--- src/rtl/fifo_pkg.sv ---
// Shared FIFO definitions: read-mode selectors and a constant-foldable log2 helper.
package fifo_pkg;

    localparam int FIFO_MODE_STD  = 0;
    localparam int FIFO_MODE_FWFT = 1;

    // Ceiling log2, usable in parameter/localparam expressions.
    function automatic int clog2(input int value);
        int result;
        int v;
        result = 0;
        v      = value - 1;
        while (v > 0) begin
            result++;
            v = v >> 1;
        end
        return result;
    endfunction

endpackage

--- src/rtl/fifo_sync_if.sv ---
// Producer/consumer handshake and status bundle for fifo_sync.
// master = the side that writes/reads the FIFO, slave = the FIFO itself.
interface fifo_sync_if #(
    parameter int Nb = 8,
    parameter int M  = 2
) ();

    logic          flush;
    logic          wr_valid;
    logic [Nb-1:0] wr_data;
    logic          wr_ready;
    logic          rd_ready;
    logic          rd_valid;
    logic [Nb-1:0] rd_data;
    logic [M:0]    count;
    logic          almost_full;
    logic          almost_empty;
    logic          overflow;
    logic [M:0]    high_water;

    modport master (
        output flush, wr_valid, wr_data, rd_ready,
        input  wr_ready, rd_valid, rd_data, count,
               almost_full, almost_empty, overflow, high_water
    );

    modport slave (
        input  flush, wr_valid, wr_data, rd_ready,
        output wr_ready, rd_valid, rd_data, count,
               almost_full, almost_empty, overflow, high_water
    );

endinterface

--- src/rtl/fifo_sync_mem.sv ---
// FIFO storage: 2**M x Nb register array, synchronous write, asynchronous read.
module fifo_sync_mem #(
    parameter int Nb = 8,
    parameter int M  = 2
) (
    input  logic          clk,
    input  logic          wr_en,
    input  logic [M-1:0]  wr_addr,
    input  logic [Nb-1:0] wr_data,
    input  logic [M-1:0]  rd_addr,
    output logic [Nb-1:0] rd_data
);

    logic [Nb-1:0] mem [0:(1<<M)-1];

    // Store the incoming word at the write address.
    // NOTE: the array has no reset; a word is only ever observed after it has
    // been written, because the control logic gates reads on count != 0.
    always_ff @(posedge clk) begin
        if (wr_en) begin
            mem[wr_addr] <= wr_data;
        end
    end

    assign rd_data = mem[rd_addr];

endmodule

--- src/rtl/fifo_sync.sv ---
// Single-clock FIFO with selectable read mode (registered or first-word-fall-through),
// almost-full/empty thresholds, synchronous flush, sticky overflow and high-water mark.
module fifo_sync
    import fifo_pkg::*;
#(
    parameter int Nb        = 8,
    parameter int M         = 2,
    parameter int FWFT      = FIFO_MODE_STD,
    parameter int AF_THRESH = (1 << M) - 1,
    parameter int AE_THRESH = 1
) (
    input logic        clk,
    input logic        reset,
    fifo_sync_if.slave bus
);

    localparam int         N     = 1 << M;
    localparam int         AW    = clog2(N);
    localparam logic [M:0] DEPTH = N[M:0];
    localparam logic [M:0] AF_T  = AF_THRESH[M:0];
    localparam logic [M:0] AE_T  = AE_THRESH[M:0];

    logic [M:0]    wr_ptr;
    logic [M:0]    rd_ptr;
    logic [M:0]    count;
    logic [M:0]    count_next;
    logic [M:0]    high_water;
    logic          overflow;
    logic          push;
    logic          pop;
    logic [Nb-1:0] mem_rdata;

    // Full FIFO refuses writes outright, even if a pop happens the same cycle.
    assign bus.wr_ready = (count != DEPTH);
    assign push         = bus.wr_valid & bus.wr_ready & ~bus.flush;

    fifo_sync_mem #(
        .Nb (Nb),
        .M  (M)
    ) u_mem (
        .clk     (clk),
        .wr_en   (push),
        .wr_addr (wr_ptr[AW-1:0]),
        .wr_data (bus.wr_data),
        .rd_addr (rd_ptr[AW-1:0]),
        .rd_data (mem_rdata)
    );

    // Next occupancy: simultaneous push and pop leave the count unchanged.
    // NOTE: the default assignment comes first so every path drives count_next
    // and no latch is inferred.
    always_comb begin
        count_next = count;
        if (push && !pop) begin
            count_next = count + 1'b1;
        end else if (pop && !push) begin
            count_next = count - 1'b1;
        end
    end

    // Pointers, occupancy, sticky overflow and high-water mark; flush outranks push/pop.
    // NOTE: all state here uses non-blocking assignments so every register samples
    // the pre-edge values of the others.
    always_ff @(posedge clk or posedge reset) begin
        if (reset) begin
            wr_ptr     <= '0;
            rd_ptr     <= '0;
            count      <= '0;
            high_water <= '0;
            overflow   <= 1'b0;
        end else if (bus.flush) begin
            wr_ptr     <= '0;
            rd_ptr     <= '0;
            count      <= '0;
            high_water <= '0;
            overflow   <= 1'b0;
        end else begin
            if (push) begin
                wr_ptr <= wr_ptr + 1'b1;
            end
            if (pop) begin
                rd_ptr <= rd_ptr + 1'b1;
            end
            count    <= count_next;
            overflow <= overflow | (bus.wr_valid & ~bus.wr_ready);
            if (count_next > high_water) begin
                high_water <= count_next;
            end
        end
    end

    generate
        if (FWFT == FIFO_MODE_FWFT) begin : g_fwft
            // Head word is presented combinationally; the consumer pops by accepting it.
            assign bus.rd_valid = (count != '0);
            assign bus.rd_data  = mem_rdata;
            assign pop          = bus.rd_ready & bus.rd_valid;
        end else begin : g_std
            logic          rd_valid_q;
            logic [Nb-1:0] rd_data_q;

            assign pop = bus.rd_ready & (count != '0);

            // Registered read: a request loads the head word on the next edge.
            always_ff @(posedge clk or posedge reset) begin
                if (reset) begin
                    rd_valid_q <= 1'b0;
                    rd_data_q  <= '0;
                end else if (bus.flush) begin
                    rd_valid_q <= 1'b0;
                end else if (bus.rd_ready) begin
                    rd_valid_q <= (count != '0);
                    if (count != '0) begin
                        rd_data_q <= mem_rdata;
                    end
                end
            end

            assign bus.rd_valid = rd_valid_q;
            assign bus.rd_data  = rd_data_q;
        end
    endgenerate

    assign bus.count        = count;
    assign bus.almost_full  = (count >= AF_T);
    assign bus.almost_empty = (count <= AE_T);
    assign bus.overflow     = overflow;
    assign bus.high_water   = high_water;

endmodule

--- src/flat_wrapper.sv ---
// flat-port wrapper written by rule: the top's interface ports become plain ports
module fifo_sync_flat import fifo_pkg::*;
#(
    parameter int Nb        = 8,
    parameter int M         = 2,
    parameter int FWFT      = FIFO_MODE_STD,
    parameter int AF_THRESH = (1 << M) - 1,
    parameter int AE_THRESH = 1
)
  (clk, reset, bus_flush, bus_wr_valid, bus_wr_data, bus_rd_ready, bus_wr_ready, bus_rd_valid, bus_rd_data, bus_count, bus_almost_full, bus_almost_empty, bus_overflow, bus_high_water);
  fifo_sync_if #(.Nb(Nb), .M(M)) bus_i ();
  input logic clk;
  input logic reset;
  input wire logic [$bits(bus_i.flush)-1:0] bus_flush;
  input wire logic [$bits(bus_i.wr_valid)-1:0] bus_wr_valid;
  input wire logic [$bits(bus_i.wr_data)-1:0] bus_wr_data;
  input wire logic [$bits(bus_i.rd_ready)-1:0] bus_rd_ready;
  output wire logic [$bits(bus_i.wr_ready)-1:0] bus_wr_ready;
  output wire logic [$bits(bus_i.rd_valid)-1:0] bus_rd_valid;
  output wire logic [$bits(bus_i.rd_data)-1:0] bus_rd_data;
  output wire logic [$bits(bus_i.count)-1:0] bus_count;
  output wire logic [$bits(bus_i.almost_full)-1:0] bus_almost_full;
  output wire logic [$bits(bus_i.almost_empty)-1:0] bus_almost_empty;
  output wire logic [$bits(bus_i.overflow)-1:0] bus_overflow;
  output wire logic [$bits(bus_i.high_water)-1:0] bus_high_water;
  assign bus_i.flush = bus_flush;
  assign bus_i.wr_valid = bus_wr_valid;
  assign bus_i.wr_data = bus_wr_data;
  assign bus_i.rd_ready = bus_rd_ready;
  assign bus_wr_ready = bus_i.wr_ready;
  assign bus_rd_valid = bus_i.rd_valid;
  assign bus_rd_data = bus_i.rd_data;
  assign bus_count = bus_i.count;
  assign bus_almost_full = bus_i.almost_full;
  assign bus_almost_empty = bus_i.almost_empty;
  assign bus_overflow = bus_i.overflow;
  assign bus_high_water = bus_i.high_water;
  fifo_sync #(.Nb(Nb), .M(M), .FWFT(FWFT), .AF_THRESH(AF_THRESH), .AE_THRESH(AE_THRESH)) u_core (.clk(clk), .reset(reset), .bus(bus_i));
endmodule
--- config.mk ---
export PLATFORM = sky130hd
export DESIGN_NAME = fifo_sync_flat
export DESIGN_NICKNAME = d
export VERILOG_FILES = /design/src/rtl/fifo_pkg.sv /design/src/rtl/fifo_sync_if.sv /design/src/rtl/fifo_sync_mem.sv /design/src/rtl/fifo_sync.sv /design/src/flat_wrapper.sv
export SDC_FILE = /design/constraint.sdc
export NUM_CORES = 1
export LEC_CHECK = 0
export ABC_AREA = 1
export CAP_MARGIN = 0
export CORE_ASPECT_RATIO = 1.4
export CORE_MARGIN = 4
export CORE_UTILIZATION = 45
export CTS_BUF_LIST = sky130_fd_sc_hd__clkbuf_4 sky130_fd_sc_hd__clkbuf_8
export DETAILED_ROUTE_END_ITERATION = 16
export DONT_BUFFER_PORTS = 1
export PLACE_DENSITY_LB_ADDON = 0.08
export SETUP_SLACK_MARGIN = 0.2
export SYNTH_ARGS = -nofsm -noshare
export SYNTH_HDL_FRONTEND = slang
export SYNTH_SLANG_ARGS = --single-unit
--- constraint.sdc ---
create_clock -name clk -period 2.6 [get_ports clk]
set_input_delay 0.52 -clock clk [delete_from_list [all_inputs] [get_ports clk]]
set_output_delay 0.52 -clock clk [all_outputs]
set_load 0.05 [all_outputs]
Word-level counts from Yosys, hierarchy flattened
Memories as Yosys holds them, arrays and structs flattened. A register that Yosys moved wholly into a read port is not among the register bits. Index checks and enable logic that the tools add are counted.

Flip-flop bits (word level): 14. Memory bits (writable): 32. Input bits: 13. Word-level logic and storage cells: 46. Memories: 1.

Memories: u_core.u_mem.mem (words 4, width 8, read ports 1, clocked after Yosys merged registers in 1, write ports 1, RTL line fifo_sync_mem.sv:14) `logic [Nb-1:0] mem [0:(1<<M)-1];`.

Add/subtract/negate cells: 4. $lt $le $gt $ge: 3. Equality and inequality tests: 1. Muxes and demuxes: 14. Bitwise logic cells: 7. Reduce and logical (&&, ||, !) cells: 10.

Operators by type and width (count): 3-bit 2-to-1 mux (9); 3-bit by 1-bit adder with 3-bit output (second input constant) (3); 2-bit nonzero test (4); 1-bit 2-to-1 mux (5); 1-bit AND (4); 3-bit by 2-bit >= comparator with 1-bit output (second input constant) (1); 3-bit greater-than comparator (1); 3-bit by 1-bit <= comparator with 1-bit output (second input constant) (1); 3-bit != test (second input constant) (1); 3-bit AND reduction (1); 3-bit nonzero test (1); 3-bit by 1-bit subtractor with 3-bit output (second input constant) (1); 1-bit logical AND (2); 1-bit logical NOT (2); 1-bit inverter (2); 1-bit OR (1).

Depth between registers and ports, before layout
Gate-level depths: netlist of run 1.

Depth in word-level cells: 10. Depth in mapped cells: 18. Mapped depth without buffers: 18.

By module
A second synthesis of run 1 with hierarchy kept.

Cells, all modules: 268. Area total of the unflattened synthesis: 2522.4 µm².

Modules (own cells, without submodules): fifo_sync_mem (times used 1, cells an instance 133, area an instance 1387.6 µm²); fifo_sync (times used 1, cells an instance 135, area an instance 1134.8 µm²).

Least setup slack after synthesis of run 1
OpenSTA, ideal clock, no wires.

Path kind: register to register. From: register u_core.count[0] (netlist: u_core.bus.count[0]). To: register u_core.high_water[0] (netlist: u_core.bus.high_water[0]). Library setup time: 76 ps. Arrival: 2851 ps. Data required time: 2524 ps. Path slack: -328 ps. Stages on the path, launching flop included: 19. Path buffers: 0. Period minus slack after synthesis: 2928 ps. Cells stage by stage: dfrtp_1 -> inv_1 -> ha_1 -> nand2_2 -> nand3_4 -> nand2_2 -> nand2_1 -> nand2_1 -> nand2_1 -> nand2_1 -> inv_1 -> ha_1 -> a21oi_1 -> o21ai_0 -> nand2_1 -> nand2_1 -> inv_1 -> nand2_1 -> o21ai_1.

Longest elaborated chain between the ends: 9.

Ends and longest elaborated chain: start: declaration (RTL line fifo_sync.sv:25) `logic [M:0] count;`; start signal: assignment (RTL line fifo_sync.sv:84) `count <= count_next;`; 3-bit != test (*) (RTL line fifo_sync.sv:34) `assign bus.wr_ready = (count != DEPTH);`; named net bus_wr_ready (RTL line flat_wrapper.sv:18) `output wire logic [$bits(bus_i.wr_ready)-1:0] bus_wr_ready;`; 1-bit AND (*) (2 in series) (RTL line fifo_sync.sv:35) `assign push = bus.wr_valid & bus.wr_ready & ~bus.flush;`; 1-bit logical NOT (RTL line fifo_sync.sv:56) `end else if (pop && !push) begin`; 1-bit logical AND (RTL line fifo_sync.sv:56); 3-bit 2-to-1 mux (RTL line fifo_sync.sv:56); 3-bit 2-to-1 mux (*) (RTL line fifo_sync.sv:54) `if (push && !pop) begin`; 3-bit greater-than comparator or 3-bit 2-to-1 mux (tied branches) (RTL line fifo_sync.sv:86) `if (count_next > high_water) begin`; 2-bit nonzero test (no line) or 3-bit 2-to-1 mux (tied branches); end signal: assignment (RTL line fifo_sync.sv:87) `high_water <= count_next;`; end: declaration (RTL line fifo_sync.sv:27) `logic [M:0] high_water;`.

Mark *: on every way through the listed nets, which the timed path passes. The rest lies on a longest branch. The select of a mux whose other input is x is not followed. A chain may end at the register's enable or synchronous reset.

Worst setup path in the final report of run 1
From: register u_core.count[1] (netlist: u_core.bus.count[1]). To: register u_core.high_water[1] (netlist: u_core.bus.high_water[1]).

Same word-level chain as after synthesis.

==> metrics.txt, run 1 <==
Post-Syn Instances=224; Arr. time, crit path=~2500 ps; CP Capture Type=flop; Fin Setup TNS=0 ps; clk slew on worst S/H paths=100 ps; YS warnings=0; syn_area_per_cell=~11 µm²; CTS tree=done; CP Launch Type=flop; Row Count=31; crit path capture=u_core.bus.high_water[1]; largest net degree at the start of global routing=21; post-synth cell types=26; mean number of vias per cell=5.14; vias=1592; final count of hold timing violations=0; leading register cell type out of synthesis=edfxtp_1; EDFF count, synth=32; Post-synth ARST share=0.385; flops & latches, synth=52; Routed WL=4.69 mm; crit path from=u_core.bus.count[1]; Clk Latency, worst-skew pair=300 ps; Root Driver=clkbuf_8; worst-margin pin slew=760 ps; Placed Cells incl. Taps=slightly below 300; Slew Limit Fails=0; top-area cell type share of the netlist area=0.404; Port Buffers=0; cts hold-fix bufs=0; outcome=finished, final reports clean; Finished Layout Cells=310; nets=268; CTS Buf Count=5; gr ovfl total=0; Seq. cell area=1470 µm²; Max-Cap Viols=0; Total Routing Usage GR=0.152; Tot Pwr=around 3.1 mW; fin crit period=between 2000 and 2500 ps; Filler cells=459; r2r setup slk=approximately 340 ps; Synth-to-Final Area Change=15.1%; RSZ-0062 raised after global routing=no; final setup fails=0; top-count cell post-synth=nor2_1; core box area=5160 µm²; share of layout cells above drive strength 1=0.250; leading area contributor after synthesis=edfxtp_1; die area=around 6500 µm²; CP Class=flop to flop; Seq/Total Area, Yosys=0.614; clock sink total=52; r2r worst-path depth=17; initial antenna violation count=0; Die X=between 60 and 70 µm; Crit path required time=2800 ps; leading cell types by total area after synthesis=edfxtp_1 (40%), dfrtp_1 (21%), nor2_1 (7.1%); routability cong.=between 0.7 and 0.8; list of most frequent post-synthesis cells=nor2_1 (45), edfxtp_1 (32), nand2_1 (29), dfrtp_1 (20), inv_1 (19); Max VDD drop=0.000404 V; final worst-path cycle share=0.870; First-pass DRT Iterations=4; skew final=about 8.1 ps; global-route wire length before repair=roughly 7.6 mm; Final ANT Viol Nets=0; R2R Path Start=u_core.bus.count[1]; DRC viols=0; area occupied by multi-input gates=856 µm²; vias in the first global route=1668; FF-to-FF End=u_core.bus.high_water[1]; clock buffer depth=2; hold crit path type=input port to async pin; Cell Area, Synth=~2400 µm²; Initial Utilization=0.461; Slew HR=0.492; HPWL after DPL=3.35 mm; DR iter-0 viols=36; power per cell area=approximately 1100 nW/µm²; CP Max Fanout=6; Avg WL per Cell=15.1 µm; H-tree Lvls=2; Die H=94.0 µm; Static Leak=between 1 and 1.5 nW; Net Count, Synth=249; top-level I/O count=32; n_diodes=0; Peak Freq=0.442 GHz
## per-stage QoR
step | setup WS, ps | instance area, µm² | util | hold WS (ps)
after detailed placement | 154 | 2540 | 0.493 | 512
after floorplan | 206 | 2420 | - | 484
after CTS | 215 | 2660 | 0.516 | 246
after global placement | 312 | 2540 | 0.493 | 504
final | 338 | 2740 | 0.531 | 227
after global routing | 194 | 2740 | 0.531 | 233
## cell families after synthesis
family          Yosys count  share of synthesized area
flops                    52                      0.614
simple gates             92                      0.169
compound gates           38                     0.0962
buf+inv                  30                     0.0578
fa+ha+maj                12                     0.0631
## worst max-delay path, cell delays in order, from the launching register on
cell and delay (ps):
dfrtp_2 440, inv_4 90, ha_4 190, nand2_8 110, nand3_4 150, nand3_1 100
nand2_1 100, nand2_2 70, nand2_2 80, inv_2 50, ha_4 270, nand2_2 40
o21ai_1 120, nand2_1 80, nand2_2 100, inv_4 60, nand2_2 50, nand2_1 60
## per-layer routing
layer	vias to the layer above	routed length (µm)	GRT usage
met5	-	0	0
met4	0	103	0.0537
met3	9	246	0.0557
met2	27	2700	0.303
met1	773	1650	0.136
li1	783	-	-
## area by class of cell
cell class / instances / area share
clock buffer: 6 / 0.0301
sequential: 52 / 0.535
tap: 66 / 0.0301
timing repair buffer: 17 / 0.0479
clock inverter: 2 / 0.00502
inverter: 25 / 0.0397
multi-input combinational: 142 / 0.312
## what timing repair did
action,CTS,global route
setup buffers,2,4
resized for setup,4,14
pin swaps,1,6
setup endpoints to repair,3,3
hold endpoints to repair,0,0
## power breakdown
part           total [mW]  leakage [nW]  switching, mW  internal, mW
logic                1.15         0.555          0.719         0.428
clock network       0.483        0.0516          0.265         0.218
registers            1.44         0.533          0.425          1.02
## layout by cell type (no fill, tap or decap), types with 2 or more instances in the layout
| cell type | count |
|---|---|
| nor2_1 | 44 |
| edfxtp_1 | 32 |
| nand2_1 | 23 |
| dfrtp_1 | 17 |
| buf_4 | 16 |
| inv_1 | 15 |
| o21ai_0 | 13 |
| ha_1 | 10 |
| o21ai_1 | 9 |
| a31oi_1 | 7 |
| nand2_2 | 7 |
| nand3_1 | 7 |
| clkbuf_8 | 6 |
| inv_2 | 4 |
| inv_4 | 4 |
| a21oi_1 | 4 |
| nand2_4 | 3 |
| nor2_2 | 3 |
| dfrtp_2 | 3 |
| o21ai_2 | 2 |
| a31oi_2 | 2 |
| ha_4 | 2 |
## registers in the layout (all words and copies together), names as in the netlist
signal                 flops
u_core.u_mem.mem          32
u_core.bus.rd_data         8
u_core.bus.count           3
u_core.bus.high_water      3
u_core.rd_ptr              2
u_core.wr_ptr              2
u_core.bus.overflow        1
u_core.bus.rd_valid        1
## how the worst min path moves through the flow
stage | start | end | slack [ps] | depth (start not counted)
floorplan | reset | u_core.bus.high_water[0] | 480 | 1
global route | bus_flush | u_core.bus.count[2] | 230 | 1
detailed placement | u_core.u_mem.mem[3][4] | u_core.bus.rd_data[4] | 510 | 2
finish | reset | u_core.bus.high_water[1] | 230 | 1
CTS | bus_flush | u_core.bus.count[2] | 250 | 1
global placement | u_core.u_mem.mem[3][7] | u_core.bus.rd_data[7] | 500 | 2
(Power assumes the default switching activity.)
==> inputs of run 2 (changes only) <==
--- a/config.mk
+++ b/config.mk
@@ -18,3 +18,4 @@
 export SYNTH_ARGS = -nofsm -noshare
 export SYNTH_HDL_FRONTEND = slang
 export SYNTH_SLANG_ARGS = --single-unit
+export TNS_END_PERCENT = 20
==> constraint.sdc (replaced) <==
create_clock -name clk -period 2.5 [get_ports clk]
set_input_delay 0.5 -clock clk [delete_from_list [all_inputs] [get_ports clk]]
set_output_delay 0.5 -clock clk [all_outputs]
set_load 0.05 [all_outputs]
==> run 2 against run 1 <==
  * Power rose by 6.9%
  * Largest power group unchanged
  * Setup slack got worse by 100 ps
  * Critical path depth increased by 1
  * Highest routed layer unchanged
  * Sequential power is 3% higher
  * Combinational power up 7%
  * Utilization is 0.63 points higher
  * Final cell count grew 0.32%
  * Maximum frequency shrank 0.15%
==> metrics.txt, run 2 (same netlist as run 1, synthesis figures left out) <==
final worst-path cycle share=0.906 (+0.0362); Die X=69.5 µm (unchanged); Row Count=31 (unchanged); P_sw=1.47 mW (+4.3%); setup slack after placement=231 ps (+76.5 ps); Fin Setup TNS=0 ps (unchanged); Clk Latency, worst-skew pair=300 ps (about the same); H-tree Lvls=2 (unchanged); CTS tree=done; vias in the first global route=1641 (-1.6%); final count of hold timing violations=0 (unchanged); CP Capture Type=flop; hold crit path type=input port to async pin; top-level I/O count=32 (unchanged); largest net degree at the start of global routing=21 (unchanged); part of the power in registers=0.450 (-0.019); routability cong.=0.821 (+7.9%); Total Routing Usage GR=0.156 (+0.00439); Net Sw Frac=0.448 (-0.0111); clock sink total=52 (unchanged); combinational share of power=0.374 (about the same); Port Buffers=0 (unchanged); most frequent cells in the layout=nor2_1 (44), edfxtp_1 (32), nand2_1 (24); clock buffer depth=2 (unchanged); HPWL after DPL=3.55 mm (+6.0%); outcome=finished, final reports clean; RSZ-0062 raised after global routing=yes; CP max-delay cell=dfrtp_2; Slew HR=0.443 (-0.0496); final setup fails=0 (unchanged); skew final=4.42 ps (-3.63 ps); Peak Freq=0.441 GHz (-0.15%); Max-Cap Viols=0 (unchanged); worst-margin pin slew=835 ps (+74.3 ps); Top reg by flops=u_core.u_mem.mem; Routed WL=4.79 mm (+2.1%); Root Driver=clkbuf_8; DR iter-0 viols=63 (+75%); Max VDD drop=0.000606 V (+50%); gr ovfl total=0 (unchanged); Slew Limit Fails=0 (unchanged); share of layout cells above drive strength 1=0.261 (+0.0112); Avg WL per Cell=15.4 µm (+1.8%); CTS Buf Count=5 (unchanged); nets=269 (+0.37%); max reg flops=32 (unchanged); hold_ws=239 ps (+12.2 ps); vias=1604 (+0.75%); Static Leak=1.14 nW (+0.29%); First-pass DRT Iterations=4 (unchanged); power per cell area=1180 nW/µm² (+5.7%); fin crit period=2270 ps (+3.50 ps); Initial Utilization=0.461 (unchanged); Crit path required time=2690 ps (-110 ps); initial antenna violation count=0 (unchanged); die area=6530 µm² (unchanged); CP Max Fanout=7 (+1); global-route wire length before repair=7.83 mm (+2.8%); Arr. time, crit path=2460 ps (about the same); clock group share of total power=0.176 (+0.019); core box area=5160 µm² (unchanged); CP Class=flop to flop; mean number of vias per cell=5.16 (+0.43%); worst setup margin=234 ps (-104 ps); Die H=94.0 µm (unchanged); Synth-to-Final Area Change=16.5%; CP Launch Type=flop; n_diodes=0 (unchanged); Critical Path Max Stage Delay=410 ps (-30 ps); DRC viols=0 (unchanged); commonest non-fill, non-tap cell in the layout=nor2_1; Final ANT Viol Nets=0 (unchanged); worst-path cell chain=inv_4, ha_4, nand2_8, nand3_4, nand2_4, nand2_1, nand2_1, nand2_2, nand2_2, inv_2, ha_4, nand2_2, o21ai_2, nand2_1, nand2_2, inv_2, nand2_1, o21ai_1; Int Pwr=1.81 mW (+9.1%); clk slew on worst S/H paths=90 ps (about the same); cts hold-fix bufs=0 (unchanged)
[run 2: cell count changes in the layout (fill, tap and decap cells not counted), moves of 2 or more]
cell / previous run / this run
inv_2: 4 / 6
inv_4: 4 / 2
nand3_1: 7 / 5
nand3_2: 1 / 3
[run 2: repair_timing]
action | CTS | global route
endpoints found under the setup margin | 0 | 3
setup buffers | 0 | 6
gates resized for setup | 0 | 10
[run 2: layout make-up]
cell class              count  area (µm²)
repair buffers             18         139
multi-input cells         142         867
fillers                   465        2390
clock inverters             3        46.3
clock buffers               5        68.8
well taps                  66        82.6
inverters                  25         104
flip-flops and latches     52        1470
[run 2: final timing paths]
path / from / endpoint / slack, ps / depth (start not counted)
min in group clk: bus_flush / u_core.bus.count[2] / 240 / 1
worst max-delay path: u_core.bus.count[1] / u_core.bus.high_water[0] / 230 / 18
worst min register to register: u_core.u_mem.mem[3][7] / u_core.bus.rd_data[7] / 540 / 2
worst min-delay path: reset / u_core.wr_ptr[0] / 240 / 1
worst max register to register: u_core.bus.count[1] / u_core.bus.high_water[0] / 230 / 18
max in group asynchronous: reset / u_core.bus.count[2] / 1690 / 1
[run 2: worst max-delay path, delay by kind of cell, from the launching register on]
family | cells | cell delay [ps]
buffers and inverters | 3 | 170
AND/OR/NAND/NOR | 11 | 960
AO/OA/AOI/OAI | 2 | 190
adder cells (fa/ha/maj) | 2 | 460
flip-flops | 1 | 410
[run 2: power by group through the flow]
stage | sequential [mW] | combinational (mW) | clock, mW
after detailed placement | 1.50 | 1.13 | 0
final | 1.48 | 1.23 | 0.579
after CTS | 1.48 | 1.14 | 0.600
after floorplan | 1.52 | 0.842 | 0
after global placement | 1.49 | 1.10 | 0
after global routing | 1.50 | 1.37 | 0.632
[run 2: metal layers]
layer	share of wire	track usage	vias up
met5	0	0	-
met4	0.028	0.0635	0
met3	0.063	0.0482	12
met2	0.56	0.313	42
met1	0.35	0.142	759
li1	-	-	791
[run 2: stage by stage]
| step | cell area [µm²] | cells | util | power (mW) |
|---|---|---|---|---|
| floorplan | 2440 | 224 | - | 2.36 |
| global placement | 2570 | 297 | 0.499 | 2.59 |
| detailed placement | 2570 | 297 | 0.499 | 2.63 |
| CTS | 2690 | 305 | 0.521 | 3.22 |
| global route | 2770 | 311 | 0.537 | 3.49 |
| finish | 2770 | 311 | 0.537 | 3.28 |
